`src/rtl/dtc_pkg.sv`:
```
// Shared types for the decision-tree class vote block.
// Class width and state encoding used by the top and the vote bank.
package dtc_pkg;

  localparam int CLASS_W     = 3;
  localparam int NUM_CLASSES = 8;

  typedef logic [CLASS_W-1:0] class_t;

  typedef enum logic [1:0] {
    ACCUM = 2'd0,
    SCAN  = 2'd1,
    HOLD  = 2'd2
  } vote_state_t;

endpackage

```
`src/rtl/dtc_vote_bank.sv`:
```
// Per-class vote counters: increment by index, clear, and read mux.
// The read port is combinational so the scan can compare every cycle.
module dtc_vote_bank #(
  parameter int NUM_CLASSES = 8,
  parameter int CLASS_W     = 3,
  parameter int CNT_W       = 5
) (
  input  logic               clk,
  input  logic               rst,
  input  logic               inc,
  input  logic [CLASS_W-1:0] inc_idx,
  input  logic               clr,
  input  logic [CLASS_W-1:0] rd_idx,
  output logic [CNT_W-1:0]   rd_cnt
);

  logic [CNT_W-1:0] cnt [NUM_CLASSES];

  always_ff @(posedge clk or posedge rst) begin
    if (rst) begin
      for (int i = 0; i < NUM_CLASSES; i++)
        cnt[i] <= '0;
    end else if (clr) begin
      for (int i = 0; i < NUM_CLASSES; i++)
        cnt[i] <= '0;
    end else if (inc) begin
      cnt[inc_idx] <= cnt[inc_idx] + CNT_W'(1);
    end
  end

  assign rd_cnt = cnt[rd_idx];

endmodule

```
`src/rtl/dtc_class_vote.sv`:
```
// Windowed majority vote over classifier decisions.
// Accumulates a window, scans for argmax, then holds the result.
module dtc_class_vote #(
  parameter int CLASS_W     = dtc_pkg::CLASS_W,
  parameter int NUM_CLASSES = dtc_pkg::NUM_CLASSES,
  parameter int WINDOW      = 16,
  parameter int CNT_W       = $clog2(WINDOW + 1)
) (
  input  logic               clk,
  input  logic               rst,
  input  logic               in_valid,
  output logic               in_ready,
  input  logic [CLASS_W-1:0] in_class,
  input  logic               flush,
  output logic               out_valid,
  input  logic               out_ready,
  output logic [CLASS_W-1:0] out_class,
  output logic [CNT_W-1:0]   out_count,
  output logic [CNT_W-1:0]   out_total
);

  import dtc_pkg::*;

  localparam int IW = CLASS_W + 1;

  vote_state_t        state;
  logic [CNT_W-1:0]   total;
  logic [CNT_W-1:0]   total_next;
  logic [IW-1:0]      scan_idx;
  logic [CLASS_W-1:0] rd_idx;
  logic [CNT_W-1:0]   rd_cnt;
  logic [CLASS_W-1:0] best_idx;
  logic [CNT_W-1:0]   best_cnt;
  logic               accept;
  logic               close;
  logic               clr;
  logic               scan_done;

  assign in_ready   = (state == ACCUM);
  assign out_valid  = (state == HOLD);
  assign accept     = in_ready && in_valid;
  assign total_next = total + CNT_W'(accept);
  assign close      = in_ready &&
                      ((accept && total_next == CNT_W'(WINDOW)) ||
                       (flush && total_next != '0));
  assign clr        = out_valid && out_ready;
  assign rd_idx     = scan_idx[CLASS_W-1:0];
  assign scan_done  = (scan_idx == IW'(NUM_CLASSES));

  dtc_vote_bank #(
    .NUM_CLASSES(NUM_CLASSES),
    .CLASS_W    (CLASS_W),
    .CNT_W      (CNT_W)
  ) u_bank (
    .clk    (clk),
    .rst    (rst),
    .inc    (accept),
    .inc_idx(in_class),
    .clr    (clr),
    .rd_idx (rd_idx),
    .rd_cnt (rd_cnt)
  );

  always_ff @(posedge clk or posedge rst) begin
    if (rst) begin
      state     <= ACCUM;
      total     <= '0;
      scan_idx  <= '0;
      best_idx  <= '0;
      best_cnt  <= '0;
      out_class <= '0;
      out_count <= '0;
      out_total <= '0;
    end else begin
      unique case (state)
        ACCUM: begin
          total <= total_next;
          if (close) begin
            state    <= SCAN;
            scan_idx <= '0;
            best_idx <= '0;
            best_cnt <= '0;
          end
        end
        SCAN: begin
          // Strict compare keeps the lowest index on ties
          if (scan_done) begin
            state     <= HOLD;
            out_class <= best_idx;
            out_count <= best_cnt;
            out_total <= total;
          end else begin
            scan_idx <= scan_idx + IW'(1);
            if (rd_cnt > best_cnt) begin
              best_idx <= rd_idx;
              best_cnt <= rd_cnt;
            end
          end
        end
        HOLD: begin
          if (out_ready) begin
            state <= ACCUM;
            total <= '0;
          end
        end
        default: state <= ACCUM;
      endcase
    end
  end

endmodule

```
`config.mk`:
```
export PLATFORM = sky130hd
export DESIGN_NAME = dtc_class_vote
export DESIGN_NICKNAME = d
export VERILOG_FILES = /design/src/rtl/dtc_pkg.sv /design/src/rtl/dtc_vote_bank.sv /design/src/rtl/dtc_class_vote.sv
export SDC_FILE = /design/constraint.sdc
export NUM_CORES = 1
export LEC_CHECK = 0
export CAP_MARGIN = 25
export CORE_MARGIN = 2
export CORE_UTILIZATION = 60
export CTS_CLUSTER_DIAMETER = 30
export CTS_CLUSTER_SIZE = 10
export DETAILED_ROUTE_END_ITERATION = 8
export PLACE_DENSITY = 0.83
export SLEW_MARGIN = 10
export SYNTH_ARGS = -nofsm -noshare
export SYNTH_HDL_FRONTEND = slang
export SYNTH_SLANG_ARGS = --single-unit
```
`constraint.sdc`:
```
create_clock -name clk -period 4.4 [get_ports clk]
set_input_delay 0.44 -clock clk [delete_from_list [all_inputs] [get_ports clk]]
set_output_delay 0.44 -clock clk [all_outputs]
set_load 0.005 [all_outputs]
```
==> flow_summary_export.csv, run 1 <==
group,metric,value,unit
routing,dr.pass1.iters,5,
placement,dp_hpwl,7140,µm
global_route,overflow,0,
floorplan,fp.dieW,88.9,µm
timing,max_freq,288,MHz
global_route,grt_pass1_vias,3429,
logic_synthesis,yosys.area.top_type,"dfrtp_1",
clocking,cts_buffers,9,
logic_synthesis,synth-edff-count,0,
routing,detail-route-antenna-nets,0,
logic_synthesis,synth_async_sr_flop_share,100,%
timing,slew_headroom,32.2,%
setup_path,critPathLaunchType,"flip-flop",
cells_and_area,instances_no_fill,534,
floorplan,initial_core_util,62.9,%
placement,placed_area,4490,µm²
cells_and_area,syn_to_final_growth,8.80,%
floorplan,core,6870,µm²
timing,slew_violations,0,
status,outcome,"finished clean",
min_path,hold_class,"in -> async",
placement,gp_congestion,0.953,
timing,fin_skew,0.00675,ns
global_route,grtUsageMet3,7.65,%
logic_synthesis,synth_cell_types,64,
logic_synthesis,synth_seq_area_share,41.7,%
global_route,globalRouteMet2Util,43.8,%
global_route,busiest_layer,"met2",
cells_and_area,antenna_cells,0,
power_and_ir_drop,ir_drop,456,µV
logic_synthesis,syn_inst,418,
routing,drc,0,
routing,wl_per_cell,19.4,µm
timing,final.setup.tns,0,ns
clocking,htreeDepth,3,
routing,vias,3533,
logic_synthesis,ys_warn_count,0,
timing,grt_setup_unrepaired,"no",
setup_path,worstPathArrival,3.71,ns
routing,vias_per_cell,6.62,
clocking,cts.repair.resized,0,
logic_synthesis,syn_avg_cell_area,10.3,µm²
placement,io_buffers,22,
logic_synthesis,synth_seq_cells,72,
logic_synthesis,synthesis.area,4320,µm²
setup_path,crit_type,"reg -> reg",
global_route,grt_use_total,28.4,%
timing,min_period,3.47,ns
clocking,clk_root_buffer_cell,"clkbuf_8",
floorplan,row_count,30,
logic_synthesis,synth_fp_nets,436,
timing,worst_slack,0.928,ns
timing,worst_pin_slew,1.02,ns
logic_synthesis,synth_ff_type,"dfrtp_1",
power_and_ir_drop,powerDensity,666,nW/µm²
timing,period_share,78.9,%
floorplan,io_pins,23,
routing,initialDrtViolationCount,295,
setup_path,cp-end-kind,"flip-flop",
logic_synthesis,synthTopCellsByArea,"dfrtp_1 42%, nand3_1 6.4%, mux4_2 6.3%",
run,maxCapViolations,0,
timing,setup-violations-final,0,
clocking,clock_path_buffers,2,
setup_path,worstPathRequired,4.63,ns
clocking,hold_buffers,0,
power_and_ir_drop,leakage,2.05,nW
clocking,cts_setup_buffers,0,
clocking,clkLatencyLatePin,0.34,ns
clocking,clkTransAtPathRegs,0.08,ns
clocking,cts_tree,"yes",
placement,dp_cells,517,
cells_and_area,drive_above_1_share,17.8,%
setup_path,cp_max_fo,8,
global_route,grt_pass1_wl,17000,µm
floorplan,die-area,7900,µm²
global_route,grt_use_met1,38.9,%
cells_and_area,layout.nets,451,
routing,drt_wl_total,10400,µm
floorplan,die_h,88.9,µm
logic_synthesis,netlist.area_leader.share,41.7,%
clocking,cts_num_sinks,72,
placement,preCtsSetupSlack,0.851,ns
global_route,antenna_found_initial,0,
global_route,grt_max_degree,46,
timing,finalHoldViolCount,0,
cells_and_area,postLayoutCellArea,4700,µm²
-- synthesized netlist by cell type, drive strengths merged (8+ instances only) --
master,n
dfrtp,72
nand4,10
nor2,13
clkbuf,12
o2111ai,8
mux4,12
nand3,57
ha,10
nand2,54
o21ai,31
o211ai,9
buf,14
a211o,8
mux2,21
inv,12
-- critical path: stages, from the launching register on --
cell and delay [ns]:
dfrtp_1 0.60, buf_4 0.27, mux4_2 0.51, nand2_1 0.08, nand2_1 0.09, ha_1 0.30, a21o_1 0.18, a2111oi_0 0.55
o31ai_1 0.27, o21ai_4 0.19, mux2_4 0.33
-- where the power goes --
| group | internal, mW | switching [mW] | leakage [nW] | total [mW] |
|---|---|---|---|---|
| combinational | 0.694 | 0.744 | 1.01 | 1.44 |
| clock | 0.259 | 0.251 | 0.0920 | 0.510 |
| sequential | 0.921 | 0.261 | 0.951 | 1.18 |
| total | 1.87 | 1.26 | 2.05 | 3.13 |
-- layer usage --
metal	share of wire, %	wire (µm)
met5	0	0
met4	1.9	198
met3	8.1	836
met2	49	5030
met1	41	4290
-- stage by stage --
| step | util [%] | hold slack (ns) | power (mW) |
|---|---|---|---|
| after CTS | 68.2 | 0.502 | 3.10 |
| after global routing | 68.5 | 0.390 | 3.34 |
| after floorplan | - | 0.460 | 2.21 |
| final | 68.5 | 0.354 | 3.13 |
| after detailed placement | 65.4 | 0.487 | 2.58 |
| after global placement | 65.4 | 0.488 | 2.52 |
-- logic make-up after synthesis --
family,synth area share [%]
AND/OR/NAND/NOR,18.8
AO/OA/AOI/OAI,16.3
flip-flops,41.7
multiplexers,13.6
buffers and inverters,6.22
adder cells (fa/ha/maj),2.90
XOR/XNOR,0.405
-- flip-flops by register name, summed over array words and instances (netlist names) --
signal and count:
scan_idx 4, total 5, out_total 5, state 2, u_bank.cnt 40, best_cnt 5, out_count 5, out_class 3
best_idx 3
-- cells in the final DEF (no fill, tap or decap), types with 8 or more instances in the layout --
cell type / synthesis / routed
dfrtp_1: 72 / 72
nand3_1: 55 / 55
nand2_1: 53 / 53
o21ai_0: 24 / 24
clkdlybuf4s50_1: 0 / 22
mux2_2: 16 / 16
nor2_1: 13 / 13
mux4_2: 12 / 12
inv_1: 12 / 11
nand4_1: 10 / 10
ha_1: 10 / 10
o211ai_1: 9 / 9
clkbuf_8: 7 / 9
o2111ai_1: 8 / 8
-- path summary, 6_finish.rpt --
check | start | end | slack, ns | cells after the start
max | scan_idx[0] | best_cnt[0] | 0.93 | 10
min | rst | u_bank.cnt[22] | 0.35 | 2
max reg2reg | scan_idx[0] | best_cnt[0] | 0.93 | 10
min reg2reg | best_idx[1] | best_idx[1] | 0.50 | 1
max in group asynchronous | rst | u_bank.cnt[38] | 3.13 | 4
min in group clk | best_idx[1] | best_idx[1] | 0.50 | 1
-- area by class of cell --
type,count,area [µm²]
clock buffers,10,128
clock inverters,6,60.1
fillers,537,2170
inverters,13,48.8
multi-input cells,307,2250
flip-flops and latches,72,1800
well taps,96,120
repair buffers,30,293
No activity file was read; power rests on OpenSTA's default activity.
==> inputs of run 2 (changes only) <==
CORE_UTILIZATION = 55   (was 60)
PLACE_DENSITY = 0.8   (was 0.83)
clock period = 2.95 ns   (was 4.4 ns; I/O delays follow)
==> run 2 against run 1 <==
Critical path depth is 1 lower. Critical endpoint unchanged. Die area is 8.7% higher. Largest cell class unchanged. Routed wire length rose by 4.8%. Count of clock-buffer cells in the layout is the same.
==> flow_summary_export.csv, run 2 (synthesized netlist as in run 1, its figures left out) <==
group,metric,value,unit
status,outcome,"finished clean",
min_path,hold_class,"in -> async",
setup_path,reg2reg_setup_slack,0.11,ns
setup_path,reg2reg_to,"best_cnt[0]",
cells_and_area,drive_above_1_share,22.9,%
timing,slew_headroom,52.3,%
routing,drc,0,
floorplan,core,7690,µm²
global_route,grt_use_total,26.2,%
cells_and_area,largest-register,"u_bank.cnt",
floorplan,row_count,32,
routing,wl_per_cell,19.4,µm
timing,slew_violations,0,
routing,detail-route-antenna-nets,0,
power_and_ir_drop,design_power_total,5.25,mW
timing,worst_slack,0.105,ns
cells_and_area,antenna_cells,0,
timing,fin_skew,0.00811,ns
setup_path,reg2reg_depth,9,
placement,io_buffers,22,
floorplan,fp.dieW,92.6,µm
timing,setup-violations-final,0,
power_and_ir_drop,powerDensity,1050,nW/µm²
setup_path,r2r-start,"state[1]",
global_route,antenna_found_initial,0,
clocking,htreeDepth,3,
cells_and_area,layout.nets,471,
timing,finalHoldViolCount,0,
clocking,cts_buffers,9,
timing,fin_hold_ws,0.393,ns
routing,vias,3624,
timing,worst_pin_slew,0.710,ns
cells_and_area,syn_to_final_growth,15.7,%
setup_path,worstPathRequired,3.19,ns
floorplan,die-area,8580,µm²
clocking,cts_num_sinks,72,
setup_path,cp_max_fo,5,
setup_path,cp-end-kind,"flip-flop",
setup_path,worstPathArrival,3.08,ns
clocking,cts_tree,"yes",
clocking,hold_buffers,0,
routing,drt_wl_total,10900,µm
global_route,overflow,0,
placement,dp_cells,542,
placement,gp_congestion,0.918,
power_and_ir_drop,leakage,2.19,nW
clocking,clkTransAtPathRegs,0.08,ns
power_and_ir_drop,ir_drop,421,µV
floorplan,initial_core_util,56.2,%
timing,min_period,2.84,ns
cells_and_area,final_common_cell,"dfrtp_1",
placement,dp_hpwl,7510,µm
routing,dr.pass1.iters,5,
global_route,grt_pass1_wl,17500,µm
clocking,clock_path_buffers,2,
cells_and_area,instances_no_fill,560,
global_route,grt_max_degree,43,
placement,preCtsSetupSlack,-0.0127,ns
cells_and_area,largest_register_ffs,40,
clocking,clk_root_buffer_cell,"clkbuf_8",
routing,initialDrtViolationCount,255,
cells_and_area,final_cell_mix,"72 x dfrtp_1, 55 x nand3_1, 53 x nand2_1",
timing,period_share,96.4,%
floorplan,io_pins,23,
global_route,grt_pass1_vias,3449,
setup_path,critPathLaunchType,"flip-flop",
routing,vias_per_cell,6.47,
setup_path,crit_type,"reg -> reg",
floorplan,die_h,92.6,µm
timing,max_freq,352,MHz
timing,final.setup.tns,0,ns
clocking,clkLatencyLatePin,0.35,ns
run,maxCapViolations,0,
run 2: layout make-up:
| type | count | area [µm²] |
|---|---|---|
| sequential | 72 | 1800 |
| fill | 592 | 2690 |
| timing repair buffer | 50 | 475 |
| clock buffer | 10 | 128 |
| tap | 102 | 128 |
| clock inverter | 6 | 108 |
| inverter | 13 | 48.8 |
| multi-input combinational | 307 | 2310 |
run 2: timing repair:
item,CTS,global route
pin swaps,0,5
setup buffers,0,2
resized for setup,1,9
setup endpoints to repair,1,8
run 2: metal layers:
layer / vias up / wire, µm / track usage, %
li1: 1630 / - / -
met1: 1790 / 4570 / 36.9
met2: 185 / 5290 / 41.4
met3: 19 / 784 / 4.39
met4: 0 / 220 / 9.19
met5: - / 0 / 0
run 2: worst max path at each step:
stage	start	endpoint	slack, ns	cells past startpoint
after floorplan	scan_idx[0]	best_cnt[0]	0.02	10
after global placement	in_valid	best_cnt[0]	0.02	10
after detailed placement	in_valid	best_cnt[0]	-0.01	10
after CTS	scan_idx[0]	best_cnt[4]	0.04	11
after global routing	scan_idx[0]	best_cnt[2]	-0.01	11
final	state[1]	best_cnt[0]	0.11	9
run 2: through the flow:
step | util, % | area (µm²)
global route | 65.1 | 5000
global placement | 61.1 | 4690
detailed placement | 61.1 | 4690
floorplan | - | 4340
finish | 65.1 | 5000
CTS | 64.3 | 4940
run 2: report_power, final:
part / internal (mW) / switching [mW] / total, mW
logic: 1.31 / 1.30 / 2.61
registers: 1.37 / 0.325 / 1.70
clock network: 0.559 / 0.382 / 0.941
total: 3.24 / 2.00 / 5.25
run 2: worst max-delay path, cell delays in order, from the launching register on:
cell and delay [ns]:
dfrtp_1 0.41, or2_4 0.28, nor2_2 0.09, ha_2 0.18, ha_1 0.23, or2_2 0.32
a2111o_1 0.43, a221oi_4 0.36, o21ai_4 0.13, mux2_4 0.32
